==> src/rtl/icache_refill.sv <==
// Miss-service engine for the instruction cache: fetches one word per miss from
// main memory over a req/gnt + rvalid bus, with timeout/retry, sticky error and flush abort.
module icache_refill #(
  parameter int ADDR_W    = 20,
  parameter int DATA_W    = 32,
  parameter int TIMEOUT   = 64,
  parameter int MAX_RETRY = 2,
  parameter int CNT_W     = 16
) (
  input  logic              clk,
  input  logic              rst_n,
  input  logic              cache_miss,
  input  logic [ADDR_W-1:0] miss_addr,
  input  logic              flush,
  output logic              mem_req,
  output logic [ADDR_W-1:0] mem_addr,
  input  logic              mem_gnt,
  input  logic              mem_rvalid,
  input  logic [DATA_W-1:0] mem_rdata,
  output logic [DATA_W-1:0] write_data,
  output logic              fetch,
  output logic              busy,
  output logic              bus_error,
  output logic [CNT_W-1:0]  refill_count
);

  localparam int TMR_W = $clog2(TIMEOUT);
  localparam int RTY_W = (MAX_RETRY > 0) ? $clog2(MAX_RETRY + 1) : 1;

  typedef enum logic [2:0] {
    IDLE  = 3'd0,
    REQ   = 3'd1,
    WAIT  = 3'd2,
    FILL  = 3'd3,
    DRAIN = 3'd4,
    ERR   = 3'd5
  } state_t;

  state_t           state_r;
  logic [TMR_W-1:0] timer_r;
  logic [RTY_W-1:0] retry_r;
  logic             timeout_s;
  logic             unused_s;

  assign timeout_s = (timer_r == TMR_W'(TIMEOUT - 1));
  // Requests are word-aligned, so the byte offset of the miss address is dropped.
  assign unused_s  = ^miss_addr[1:0];

  // Refill FSM with all outputs registered alongside the state.
  always_ff @(posedge clk or negedge rst_n) begin
    if (!rst_n) begin
      state_r      <= IDLE;
      timer_r      <= {TMR_W{1'b0}};
      retry_r      <= {RTY_W{1'b0}};
      mem_req      <= 1'b0;
      mem_addr     <= {ADDR_W{1'b0}};
      write_data   <= {DATA_W{1'b0}};
      fetch        <= 1'b0;
      busy         <= 1'b0;
      bus_error    <= 1'b0;
      refill_count <= {CNT_W{1'b0}};
    end else begin
      fetch <= 1'b0;
      case (state_r)
        IDLE: begin
          if (cache_miss && !flush) begin
            mem_addr <= {miss_addr[ADDR_W-1:2], 2'b00};
            retry_r  <= {RTY_W{1'b0}};
            mem_req  <= 1'b1;
            busy     <= 1'b1;
            state_r  <= REQ;
          end
        end
        REQ: begin
          if (mem_gnt) begin
            // A granted request must still have its response drained on flush.
            mem_req <= 1'b0;
            timer_r <= {TMR_W{1'b0}};
            state_r <= flush ? DRAIN : WAIT;
          end else if (flush) begin
            mem_req <= 1'b0;
            busy    <= 1'b0;
            state_r <= IDLE;
          end
        end
        WAIT: begin
          timer_r <= timer_r + TMR_W'(1);
          if (flush) begin
            timer_r <= {TMR_W{1'b0}};
            state_r <= DRAIN;
          end else if (mem_rvalid) begin
            write_data <= mem_rdata;
            fetch      <= 1'b1;
            if (refill_count != {CNT_W{1'b1}}) begin
              refill_count <= refill_count + CNT_W'(1);
            end
            state_r <= FILL;
          end else if (timeout_s) begin
            if (retry_r < RTY_W'(MAX_RETRY)) begin
              retry_r <= retry_r + RTY_W'(1);
              mem_req <= 1'b1;
              state_r <= REQ;
            end else begin
              bus_error <= 1'b1;
              state_r   <= ERR;
            end
          end
        end
        FILL: begin
          busy    <= 1'b0;
          state_r <= IDLE;
        end
        DRAIN: begin
          timer_r <= timer_r + TMR_W'(1);
          if (mem_rvalid || timeout_s) begin
            busy    <= 1'b0;
            state_r <= IDLE;
          end
        end
        ERR: begin
          if (flush) begin
            bus_error <= 1'b0;
            busy      <= 1'b0;
            state_r   <= IDLE;
          end
        end
        default: begin
          mem_req <= 1'b0;
          busy    <= 1'b0;
          state_r <= IDLE;
        end
      endcase
    end
  end

endmodule

==> config.mk <==
export PLATFORM = sky130hd
export DESIGN_NAME = icache_refill
export DESIGN_NICKNAME = d
export VERILOG_FILES = /design/src/rtl/icache_refill.sv
export SDC_FILE = /design/constraint.sdc
export NUM_CORES = 1
export LEC_CHECK = 0
export CELL_PAD_IN_SITES_DETAIL_PLACEMENT = 1
export CELL_PAD_IN_SITES_GLOBAL_PLACEMENT = 1
export CORE_AREA = 3 3 114 105
export DETAILED_ROUTE_END_ITERATION = 8
export DIE_AREA = 0 0 117 108
export GPL_ROUTABILITY_DRIVEN = 0
export PLACE_DENSITY_LB_ADDON = 0.08
export SYNTH_ARGS = -nofsm -noshare
export SYNTH_HDL_FRONTEND = slang
export SYNTH_SLANG_ARGS = --single-unit
==> constraint.sdc <==
create_clock -name clk -period 1.9 [get_ports clk]
set_input_delay 0.38 -clock clk [delete_from_list [all_inputs] [get_ports clk]]
set_output_delay 0.38 -clock clk [all_outputs]
set_load 0.01 [all_outputs]
==> results.py <==
metrics = {
    "sta": {
        "finClkSkew_ns": 0.004384,
        "setup_ws_ns": 0.08556,
        "finalCritPeriodShare_pct": 95.50,
        "setup_viol": 0,
        "fmax_ghz": 0.5511,
        "rsz0062_at_grt": "yes",
        "hold_viol": 1,
        "hold_slack_ns": -0.001120,
        "period_needed_ns": 1.814,
        "slew_viol_final": 0,
    },
    "grt": {
        "track_usage_pct": 16.69,
        "antenna_found_initial": 0,
        "grt_pass1_vias": 3299,
        "grt_pass1_wl_um": 16640,
        "grt_max_degree": 54,
        "grt.overflow.total": 0,
    },
    "outcome": {
        "status": "finished, violations left",
        "violations": "hold timing",
    },
    "routing": {
        "drt_wl_total_um": 10190,
        "wl_per_cell_um": 15.73,
        "num_vias": 3162,
        "initialDrtViolationCount": 81,
        "drtAntennaViolNets": 0,
        "vias_per_cell": 4.880,
        "drc_errors": 0,
        "drt-pass1-iter-count": 4,
    },
    "worst_setup_path": {
        "crit_buf_inv": 2,
        "crit_fanout": 5,
        "cp_slowest_cell": "clkdlybuf4s50_1",
        "critPathTopFamily": "simple AND/OR/NAND/NOR gates",
        "critical_path_class": "in2reg",
        "cp.required_ns": 2.15,
        "cp.arrival_ns": 2.07,
        "r2r-end": "refill_count[15]",
        "max_stage_delay_ns": 0.50,
        "timing.rr.start": "state_r[1]",
        "crit_chain": "clkdlybuf4s50_1 -> nor4b_4 -> buf_4 -> nand4_1 -> nor4_1 -> xor2_1",
        "startpoint_type": "input pin",
        "reg2reg_slack_ns": 0.23,
        "r2r_cells": 5,
        "endpoint_kind": "register",
    },
    "min_path": {
        "worst_hold_path_type": "in2async",
    },
    "die": {
        "design.die.area_um2": 12640,
        "rows": 36,
        "dieHeight_um": 108,
        "core_region_area_um2": 10810,
        "die_w_um": 117,
        "floorplan.initialDensity_pct": 33.81,
        "io_pins": 130,
    },
    "logic_synthesis": {
        "synth_edf_count": 0,
        "yosys.area_share.simple_pct": 22.60,
        "synth_top_family_by_area": "simple AND/OR/NAND/NOR gates",
        "yosys_warnings": 0,
        "synth.distinct_cells": 52,
        "avgSynthCellArea_um2": 10.12,
        "synth.ff_latch_count": 81,
        "ys_seq_area_share_pct": 55.46,
        "syn-instance-count": 361,
        "muxShareOfSynthArea_pct": 6.744,
        "synthAdderAreaFrac_pct": 0.6847,
        "async_flop_share_pct": 100.0,
        "synth_compound_area_share_pct": 8.045,
        "syn-cell-area_um2": 3655,
        "synth-xor-area-share_pct": 3.355,
        "ys.flop_type": "dfrtp_1",
    },
    "cts": {
        "cts_setup_buffers": 0,
        "numCtsBuffers": 9,
        "cts.sinks": 81,
        "clk_pin_slew_ns": 0.06,
        "cts_tree": "built",
        "cts_root_buffer": "clkbuf_16",
        "cts_buffer_depth": 2,
        "clock_latency_ns": 0.33,
        "cts_htree_levels": 3,
    },
    "finish": {
        "drive_gt1_share_pct": 14.17,
        "final_util_pct": 51.13,
        "seqCellArea_um2": 2028,
        "diodes": 0,
        "n_fill_cell": 1217,
        "syn2layout_area_growth_pct": 51.25,
        "multiInputGateArea_um2": 1521,
        "finalNetCount": 570,
    },
    "placement": {
        "post-place-ws_ns": -0.2512,
        "hpwl_um": 7483,
        "portBuffers": 125,
    },
    "job": {
        "maxCapViolations": 0,
    },
    "pwr": {
        "ir_drop_uv": 464.3,
        "leakagePower_nw": 2.533,
        "finalPower_mw": 6.809,
        "powerDensity_nw_per_um2": 1232,
    },
}
==> cells in the mapped netlist (all sizes together), types with 4 or more instances <==
library cell  number  area share, %
a211oi             4           0.82
a21oi             11            1.5
buf               10            1.7
clkbuf             6           0.62
dfrtp             81             55
inv                6           0.62
mux2              21            6.5
nand2            113             12
nand2b             5            1.1
nand3              9            1.2
nand4              4           0.68
nor2              14            1.4
nor3               6            1.4
nor4               8            1.5
o21ai             10            1.4
xor2              12            2.9
==> worst reg2reg max path, stage by stage, from the launching register on <==
cell and delay [ns]:
dfrtp_2 0.48, nor4b_4 0.28, buf_4 0.16, nand4_1 0.20, nor4_1 0.30, xor2_1 0.17
==> logic make-up after synthesis <==
group           count (synthesis)
simple gates                  174
flops                          81
compound gates                 44
buf+inv                        23
mux                            22
xor+xnor                       14
fa+ha+maj                       2
other cells                     1
==> how the worst max path moves through the flow <==
stage                    startpoint               end  cells after the start
global placement              flush  refill_count[14]                      6
detailed placement            flush  refill_count[12]                      6
floorplan           refill_count[0]  refill_count[15]                      5
CTS                      state_r[1]  refill_count[15]                      5
global route                  flush  refill_count[15]                      6
finish                        flush  refill_count[15]                      6
==> state kept, by name, indices dropped and copies added (netlist names) <==
| signal | count |
|---|---|
| write_data | 32 |
| mem_addr | 18 |
| refill_count | 16 |
| timer_r | 6 |
| state_r | 3 |
| retry_r | 2 |
| bus_error | 1 |
| busy | 1 |
| fetch | 1 |
| mem_req | 1 |
==> report_power, final <==
part / switching [mW] / internal, mW / total (mW)
Sequential: 0.339 / 2.27 / 2.61
Clock: 0.658 / 0.956 / 1.61
Combinational: 1.08 / 1.50 / 2.59
==> timing repair <==
action,in CTS,in global routing
hold endpoints to repair,0,0
gates resized for setup,0,1
endpoints found under the setup margin,0,9
hold buffers,0,0
==> through the flow <==
stage          cell area [um^2]  instances  TNS, ns
3_3_place_gp               5250        632   -6.509
4_1_cts                    5527        648        0
6_report                   5528        648        0
5_1_grt                    5528        648  -0.1214
2_1_floorplan              3659        362        0
3_5_place_dp               5250        632   -6.373
==> layout by cell type, fill, tap and decap left out, types with 2 or more instances in the layout <==
master,count
clkdlybuf4s50_1,124
xor2_1,12
inv_1,6
buf_4,25
buf_12,4
ha_1,2
or3_1,2
o22a_1,2
nand4_1,4
a31oi_1,2
nor3_1,4
xnor2_1,2
nand3_1,9
nor4_1,7
nor2_1,14
a21oi_1,11
conb_1,2
nor2b_1,2
nand3b_1,2
o21ai_0,10
a21o_1,2
a211o_1,2
nand2b_1,4
nand2_2,2
a211oi_1,4
o31ai_1,2
clkbuf_8,2
nor3_4,2
and3_1,2
dfrtp_1,80
mux2_2,21
clkbuf_16,9
nand2_1,111
clkbuf_1,3
==> cell type report <==
type	instances	area share (%)
Sequential cell	81	36.69
Multi-Input combinational cell	258	27.52
Timing Repair Buffer	153	27.30
Clock buffer	14	4.776
Tap cell	133	3.010
Inverter	7	0.4753
Clock inverter	2	0.2263
==> metal layers <==
| metal | routed length (um) | global-route usage, % |
|---|---|---|
| met5 | 0 | 0 |
| met1 | 4535 | 21.93 |
| met2 | 4898 | 27.01 |
| met4 | 104 | 4.423 |
| met3 | 653 | 4.868 |
No activity file was read; power rests on OpenSTA's default activity.
